[src/rtl/fifo_mem_pkg.sv]
// Shared constants and sizing helper for the fifo_mem block.
// Optional feature macro: FIFO_MEM_STICKY_ERR_EN (see fifo_mem.sv).
package fifo_mem_pkg;

    localparam int FIFO_MEM_DATA_WIDTH_DEF = 16;
    localparam int FIFO_MEM_OSTD_NUM_DEF   = 18;

    // Bits needed to hold values 0..n-1, never less than one bit.
    function automatic int fifo_mem_width(input int n);
        int w;
        w = $clog2(n);
        return (w < 1) ? 1 : w;
    endfunction

endpackage

[src/rtl/fifo_mem_ram.sv]
// 1-write / 1-async-read register array backing the FIFO; contents are never reset.
module fifo_mem_ram
    import fifo_mem_pkg::*;
#(
    parameter int DATA_WIDTH = FIFO_MEM_DATA_WIDTH_DEF,
    parameter int OSTD_NUM   = FIFO_MEM_OSTD_NUM_DEF,
    parameter int ADDR_W     = fifo_mem_width(OSTD_NUM)
) (
    input  logic                  clk,
    input  logic                  i_we,
    input  logic [ADDR_W-1:0]     i_waddr,
    input  logic [DATA_WIDTH-1:0] i_wdata,
    input  logic [ADDR_W-1:0]     i_raddr,
    output logic [DATA_WIDTH-1:0] o_rdata
);

    logic [DATA_WIDTH-1:0] r_mem [OSTD_NUM];

    always_ff @(posedge clk) begin
        if (i_we) begin
            r_mem[i_waddr] <= i_wdata;
        end
    end

    assign o_rdata = r_mem[i_raddr];

endmodule

[src/rtl/fifo_mem.sv]
// Single-clock FWFT FIFO with empty/full/threshold status and overflow/underflow flags.
// Define FIFO_MEM_STICKY_ERR_EN to make the error indicators sticky until reset.
module fifo_mem
    import fifo_mem_pkg::*;
#(
    parameter int DATA_WIDTH      = FIFO_MEM_DATA_WIDTH_DEF,
    parameter int OSTD_NUM        = FIFO_MEM_OSTD_NUM_DEF,
    parameter int THRESHOLD_VALUE = OSTD_NUM / 2
) (
    input  logic                  clk_in,
    input  logic                  areset_b,
    input  logic                  trans_write,
    input  logic                  trans_read,
    input  logic [DATA_WIDTH-1:0] data_in,
    output logic [DATA_WIDTH-1:0] data_out,
    output logic                  full_ind,
    output logic                  empty_ind,
    output logic                  threshold_ind,
    output logic                  overflow_ind,
    output logic                  underflow_ind
);

    localparam int PTR_W = fifo_mem_width(OSTD_NUM);
    localparam int CNT_W = fifo_mem_width(OSTD_NUM + 1);

    localparam logic [PTR_W-1:0] PTR_LAST = PTR_W'(OSTD_NUM - 1);
    localparam logic [CNT_W-1:0] CNT_FULL = CNT_W'(OSTD_NUM);
    localparam logic [CNT_W-1:0] CNT_THR  = CNT_W'(THRESHOLD_VALUE);

    logic [PTR_W-1:0]      r_wr_ptr;
    logic [PTR_W-1:0]      r_rd_ptr;
    logic [CNT_W-1:0]      r_count;
    logic                  r_ovf;
    logic                  r_udf;

    logic                  w_full;
    logic                  w_empty;
    logic                  w_rd_acc;
    logic                  w_wr_acc;
    logic                  w_ovf_evt;
    logic                  w_udf_evt;
    logic [PTR_W-1:0]      w_wr_ptr_nxt;
    logic [PTR_W-1:0]      w_rd_ptr_nxt;
    logic [DATA_WIDTH-1:0] w_rd_data;

    assign w_full  = (r_count == CNT_FULL);
    assign w_empty = (r_count == '0);

    // A pop frees the slot this same edge, so a full FIFO can still take a write.
    assign w_rd_acc  = trans_read  && !w_empty;
    assign w_wr_acc  = trans_write && (!w_full || w_rd_acc);
    assign w_ovf_evt = trans_write && !w_wr_acc;
    assign w_udf_evt = trans_read  && !w_rd_acc;

    // Depth need not be a power of two, so wrap explicitly at the last index.
    assign w_wr_ptr_nxt = (r_wr_ptr == PTR_LAST) ? '0 : r_wr_ptr + 1'b1;
    assign w_rd_ptr_nxt = (r_rd_ptr == PTR_LAST) ? '0 : r_rd_ptr + 1'b1;

    fifo_mem_ram #(
        .DATA_WIDTH (DATA_WIDTH),
        .OSTD_NUM   (OSTD_NUM),
        .ADDR_W     (PTR_W)
    ) u_ram (
        .clk     (clk_in),
        .i_we    (w_wr_acc),
        .i_waddr (r_wr_ptr),
        .i_wdata (data_in),
        .i_raddr (r_rd_ptr),
        .o_rdata (w_rd_data)
    );

    always_ff @(posedge clk_in) begin
        if (areset_b) begin
            r_wr_ptr <= '0;
            r_rd_ptr <= '0;
            r_count  <= '0;
        end else begin
            if (w_wr_acc) begin
                r_wr_ptr <= w_wr_ptr_nxt;
            end
            if (w_rd_acc) begin
                r_rd_ptr <= w_rd_ptr_nxt;
            end
            case ({w_wr_acc, w_rd_acc})
                2'b10:   r_count <= r_count + 1'b1;
                2'b01:   r_count <= r_count - 1'b1;
                default: r_count <= r_count;
            endcase
        end
    end

    always_ff @(posedge clk_in) begin
        if (areset_b) begin
            r_ovf <= 1'b0;
            r_udf <= 1'b0;
        end else begin
`ifdef FIFO_MEM_STICKY_ERR_EN
            r_ovf <= r_ovf | w_ovf_evt;
            r_udf <= r_udf | w_udf_evt;
`else
            r_ovf <= w_ovf_evt;
            r_udf <= w_udf_evt;
`endif
        end
    end

    assign data_out      = w_empty ? '0 : w_rd_data;
    assign full_ind      = w_full;
    assign empty_ind     = w_empty;
    assign threshold_ind = (r_count >= CNT_THR);
    assign overflow_ind  = r_ovf;
    assign underflow_ind = r_udf;

endmodule

[config.mk]
export PLATFORM = sky130hd
export DESIGN_NAME = fifo_mem
export DESIGN_NICKNAME = d
export VERILOG_FILES = /design/src/rtl/fifo_mem_pkg.sv /design/src/rtl/fifo_mem_ram.sv /design/src/rtl/fifo_mem.sv
export SDC_FILE = /design/constraint.sdc
export NUM_CORES = 1
export LEC_CHECK = 0
export CAP_MARGIN = 5
export CORE_ASPECT_RATIO = 0.5
export CORE_UTILIZATION = 40
export CTS_BUF_LIST = sky130_fd_sc_hd__clkbuf_8
export CTS_CLUSTER_SIZE = 40
export DETAILED_ROUTE_END_ITERATION = 8
export MAX_ROUTING_LAYER = met4
export PLACE_DENSITY = 0.67
export SETUP_SLACK_MARGIN = 0.15
export SLEW_MARGIN = 5
export SYNTH_ARGS = -nofsm -noshare
export SYNTH_HDL_FRONTEND = slang
export SYNTH_SLANG_ARGS = --single-unit
[constraint.sdc]
create_clock -name clk_in -period 3.8 [get_ports clk_in]
set_clock_uncertainty 0.15 [all_clocks]
set_input_delay 0.38 -clock clk_in [delete_from_list [all_inputs] [get_ports clk_in]]
set_output_delay 0.38 -clock clk_in [all_outputs]
set_load 0.01 [all_outputs]
==> metrics.cfg, run 1 <==
[status]
status=complete, no violations

[critical_path]
reg2reg_to=r_count[4]
max_stage_delay_ns=0.63
path_buf_inv=2
required_ns=3.27
cp_cell_sequence=buf_12, mux4_2, mux2i_1, a22o_1, a211oi_1, clkdlybuf4s50_1
r2r-start=r_count[0]
setup.worst_path.end_class=output pin
start_kind=flop
crit_slowest_cell=clkdlybuf4s50_1
worst-path-max-fanout=21
timing_worst_setup_path_type=flop to output pin
reg2regPathDepth=8
r2r_slack_ns=0.54
crit_family=buffers and inverters
cp_data_arrival_time_ns=2.95

[hold_path]
hold_path_class=flop to flop
hp-start=r_wr_ptr[1]
whs_path_depth=2
hold_path_end=r_wr_ptr[1]

[clocking]
cts_root_buffer=clkbuf_8
cts_buffers=44
cts_setup_buffers=0
cts_sinks=310
clk_latency_ns=0.54
post_cts_resized=0
cts_tree=done
hold_buffers=0
cts.reportedPaths.clkPinSlew_ns=0.06
htreeDepth=2
clockBufferDepth=3

[power]
ir_drop_uv=248
powerDensity_nw_per_um2=562
p_leak_nw=4.53

[cells_and_area]
nFillCells=2460
multi_input_area_sq_um=3070
ff_latch_area_sq_um=9100
area_growth_pct=15.3
drive_above_1_share_pct=24.2
antenna_cells=0
nets=731

[place]
port_buffers=40
finalWeightedCongestion=0.784
dp_hpwl_mm=15.3
dp_slack_ns=0.608

[timing]
slew_headroom_pct=22.5
hold_viol=0
holdWs_ns=0.432
setup-violations-final=0
fin_setup_tns_ns=0
drv_slew=0
rsz0062_at_grt=no
fin_ws_ns=0.317
post-route-period-util_pct=91.6
finalCriticalPeriod_ns=3.48
tightest_slew_ns=1.16
fmax_mhz=287

[logic_synthesis]
synth_mux_area_share_pct=15.7
yosys.area_share.adder_pct=1.07
yosys.area.top_type=edfxtp_1
synth_compound_area_share_pct=4.55
synth.distinct_cells=49
synthCells=615
synth-simple-area-share_pct=2.60
synth_xor_area_share_pct=0.567
synth-async-reset-ratio_pct=0
syn_area_sq_um=12300
ys_top_cells_by_area=edfxtp_1 (70%), mux4_2 (12%), mux2i_1 (4.1%)
synthDominantCellAreaShare_pct=70.0
synth_top_family_by_area=multiplexers
postSynthAreaPerCell_sq_um=20.1
synth_edf_count=288
synth_warnings=0
yosys_most_used_dff=edfxtp_1
ys_ff_latch=310
syn_nets=645
yosysSeqAreaShare_pct=73.6

[die]
start_util_pct=40.7
row_count=45
die_y_microns=126
pin_count=41
die_area_sq_um=31600
core_sq_um=30300
die_w_microns=250

[drt]
wl_mm=26.5
routedWlPerCell_microns=23.5
via_count=6245
drtIter0Drc=560
dr.pass1.iters=4
drc=0
vias_per_cell=5.54
final_antenna_net_count=0

[global_route]
grt_pass1_vias=6534
grt_first_pass_wirelength_mm=40.1
antenna_found_initial=0
grt_max_degree=65
grt_usage_pct=17.6
grt_overflow=0

[job]
cap_violations=0

[kinds of logic (layout without fill, tap and decap cells)]
group / count (synthesis) / after routing
AO/OA/AOI/OAI: 68 / 68
flip-flops: 310 / 310
adder cells (fa/ha/maj): 10 / 10
AND/OR/NAND/NOR: 64 / 64
multiplexers: 114 / 114
XOR/XNOR: 8 / 8
buffers and inverters: 41 / 154
[registers in the layout, summed over array words and instances, names as in the netlist, named ones only]
name	flops
r_wr_ptr	5
u_ram.r_mem	288
r_rd_ptr	5
underflow_ind	1
r_count	5
overflow_ind	1
[worst min-delay path: cells and delay by family, from the launching register on]
kind / cells / cell delay, ns
and+or+nand+nor: 1 / 0.05
DFF: 1 / 0.35
muxes: 1 / 0.13
[cell type report]
type / instances / share of cell area, %
Timing Repair Buffer: 71 / 5.29
Inverter: 10 / 0.264
Multi-Input combinational cell: 264 / 21.6
Clock buffer: 47 / 4.54
Tap cell: 399 / 3.51
Clock inverter: 26 / 0.958
Sequential cell: 310 / 63.9
[through the flow]
step,std cells,cell area (sq um),util (%),total power [mW]
detailed placement,1051,13400,44.2,5.61
global placement,1051,13400,44.2,5.58
CTS,1124,14200,46.8,8.00
floorplan,615,12300,-,4.98
finish,1127,14200,46.9,8.01
global route,1127,14200,46.9,8.34
[worst max-delay path by stage]
| stage | slack, ns | to | depth (start not counted) | start |
|---|---|---|---|---|
| 2_1_floorplan | 1.00 | r_count[4] | 9 | r_count[0] |
| 3_3_place_gp | 0.69 | u_ram.r_mem[8][11] | 7 | trans_read |
| 3_5_place_dp | 0.61 | r_count[4] | 8 | r_count[0] |
| 4_1_cts | 0.16 | data_out[5] | 4 | r_count[0] |
| 5_1_grt | 0.18 | data_out[9] | 6 | flop |
| 6_report | 0.32 | data_out[8] | 6 | flop |
[per-layer routing]
layer | global-route usage, % | share of wire (%) | vias up
met4 | 4.40 | 1.5 | 0
met1 | 24.4 | 44 | 3239
met5 | - | 0 | -
li1 | - | - | 2719
met3 | 3.22 | 7.1 | 40
met2 | 27.1 | 47 | 247
[cells in the mapped netlist (4+ instances only)]
cell type	count
nand3_1	4
nand2_1	7
buf_2	13
a22o_1	16
clkbuf_1	9
mux2i_1	50
mux4_2	64
ha_1	9
inv_1	10
a21oi_1	4
a211oi_1	17
nor2_1	29
o211ai_1	8
buf_6	7
xor2_1	7
and3_1	4
dfxtp_1	22
edfxtp_1	288
[where the power goes]
group / switching [mW] / total, mW / internal (mW)
Sequential: 0.118 / 3.93 / 3.81
Combinational: 0.842 / 1.68 / 0.839
Clock: 1.20 / 2.40 / 1.20
[layout by cell type, fill, tap and decap left out, drive strengths merged, types with 7 or more instances in the layout]
cell type,count
mux2i,50
xor2,7
o211ai,9
inv,27
mux4,64
a22o,16
edfxtp,288
nor2,30
buf,31
ha,9
dfxtp,22
a211oi,17
nand2,7
clkdlybuf4s50,40
clkbuf,47
clkinv,7
Power figures use the tool's default switching activity.
==> run 2: changes to the inputs <==
==> constraint.sdc (replaced) <==
create_clock -name clk_in -period 3.8 [get_ports clk_in]
set_clock_uncertainty 0.15 [all_clocks]
set_input_delay 0.57 -clock clk_in [delete_from_list [all_inputs] [get_ports clk_in]]
set_output_delay 0.57 -clock clk_in [all_outputs]
set_load 0.01 [all_outputs]
==> metrics.cfg, run 2 (same netlist as run 1, synthesis figures left out) <==
[status]
status=complete, no violations

[cells_and_area]
antenna_cells=0  ; unchanged
final_common_cell=edfxtp_1
top_register=u_ram.r_mem
fin_area_sq_um=14200  ; -0.29%
final_cell_mix=edfxtp_1 (288), mux4_2 (64), mux2i_1 (50)
final-instance-count-excl-fill=1135  ; +0.71%
drive_above_1_share_pct=24.5  ; +0.28 points
area_growth_pct=15.0
nFillCells=2486  ; +1.1%
largest_register_ff_count=288  ; unchanged
nets=736  ; +0.68%

[critical_path]
crit_slowest_cell=mux4_2
start_kind=flop
cp_cell_sequence=buf_16, mux4_2, mux2i_1, a22o_1, a211oi_1, clkdlybuf4s50_1
timing_worst_setup_path_type=flop to output pin
cp_data_arrival_time_ns=2.79  ; -0.16 ns
worst-path-max-fanout=41  ; +95%
required_ns=3.08  ; -0.19 ns
setup.worst_path.end_class=output pin
path_buf_inv=2  ; unchanged
r2r_slack_ns=0.77  ; +0.23 ns
max_stage_delay_ns=0.55  ; -0.08 ns
crit_family=multiplexers

[timing]
finalCriticalPeriod_ns=3.51  ; +0.0263 ns
fin_setup_tns_ns=0  ; unchanged
holdWs_ns=0.421  ; -0.0106 ns
tightest_slew_ns=0.809  ; -0.352 ns
hold_viol=0  ; unchanged
rsz0062_at_grt=yes
drv_slew=0  ; unchanged
slew_headroom_pct=45.4  ; +23 points
setup-violations-final=0  ; unchanged
post-route-period-util_pct=92.3  ; +0.69 points
fmax_mhz=285  ; -0.75%

[die]
die_area_sq_um=31600  ; unchanged
die_y_microns=126  ; unchanged
start_util_pct=40.7  ; unchanged
core_sq_um=30300  ; unchanged
row_count=45  ; unchanged
pin_count=41  ; unchanged
die_w_microns=250  ; unchanged

[clocking]
cts_buffers=44  ; unchanged
clk_latency_ns=0.54  ; about the same
clockBufferDepth=3  ; unchanged
htreeDepth=2  ; unchanged
cts_sinks=310  ; unchanged
cts.reportedPaths.clkPinSlew_ns=0.07  ; about the same
cts_tree=done
hold_buffers=0  ; unchanged
cts_root_buffer=clkbuf_8

[power]
ir_drop_uv=261  ; +5.2%
p_leak_nw=4.53  ; about the same
powerDensity_nw_per_um2=553  ; -1.7%

[job]
cap_violations=0  ; unchanged

[place]
dp.cells=1059  ; +0.76%
port_buffers=40  ; unchanged
dpl-instance-area_sq_um=13400  ; -0.11%
dp_hpwl_mm=15.1  ; -0.87%
finalWeightedCongestion=0.789  ; +0.73%

[hold_path]
hold_path_class=flop to flop

[drt]
via_count=6157  ; -1.4%
routedWlPerCell_microns=22.5  ; -4.1%
wl_mm=25.6  ; -3.5%
final_antenna_net_count=0  ; unchanged
drc=0  ; unchanged
drtIter0Drc=470  ; -16%
vias_per_cell=5.42  ; -2.1%
dr.pass1.iters=4  ; unchanged

[global_route]
grt_max_degree=42  ; -35%
antenna_found_initial=0  ; unchanged
grt_overflow=0  ; unchanged
grt_usage_pct=17.1  ; -0.51 points
grt_pass1_vias=6319  ; -3.3%
grt_first_pass_wirelength_mm=38.8  ; -3.1%

-- run 2: per-stage QoR --
step / power [mW] / util [%] / worst slack (ns)
after global routing: 8.21 / 46.8 / 0.116
after floorplan: 4.98 / - / 1.00
after detailed placement: 5.59 / 44.2 / 0.613
after global placement: 5.55 / 44.2 / 0.711
after CTS: 7.92 / 46.7 / 0.159
final: 7.85 / 46.8 / 0.291
-- run 2: report_power, final --
part	total, mW	switching [mW]	internal [mW]
registers	3.91	0.0981	3.81
logic	1.61	0.813	0.795
clock network	2.33	1.21	1.13
total	7.85	2.12	5.73
-- run 2: worst register-to-register path: cells and delay by family, from the launching register on --
| kind | cells | cell delay (ns) |
|---|---|---|
| AOI/OAI and AO/OA | 4 | 1.03 |
| adders and majority gates | 1 | 0.44 |
| and+or+nand+nor | 2 | 0.78 |
| DFF | 1 | 0.39 |
| buffers and inverters | 1 | 0.15 |
-- run 2: worst paths after layout --
kind / startpoint / to / cells past startpoint
worst max-delay path: flop / data_out[6] / 6
worst min-delay path: r_rd_ptr[4] / r_rd_ptr[4] / 2
worst max register to register: r_count[0] / r_count[4] / 8
worst min register to register: r_rd_ptr[4] / r_rd_ptr[4] / 2
-- run 2: layout make-up --
cell class	instances	area [sq um]	share of cell area, %
multi-input cells	264	3070	21.6
well taps	399	499	3.52
flip-flops and latches	310	9100	64.1
repair buffers	76	722	5.08
clock inverters	30	134	0.943
inverters	10	37.5	0.264
clock buffers	46	633	4.46
-- run 2: timing repair --
action                     4_1_cts  5_1_grt
resized for setup                2        6
setup endpoints to repair        3       16
setup buffers                    0        0
-- run 2: metal layers --
layer / part of all wire [%] / wire length, microns / vias up / track usage [%]
li1: - / - / 2724 / -
met1: 48 / 12200 / 3234 / 24.9
met2: 46 / 11700 / 167 / 25.0
met3: 5.0 / 1280 / 32 / 3.04
met4: 1.5 / 373 / 0 / 4.26
met5: 0 / 0 / - / -
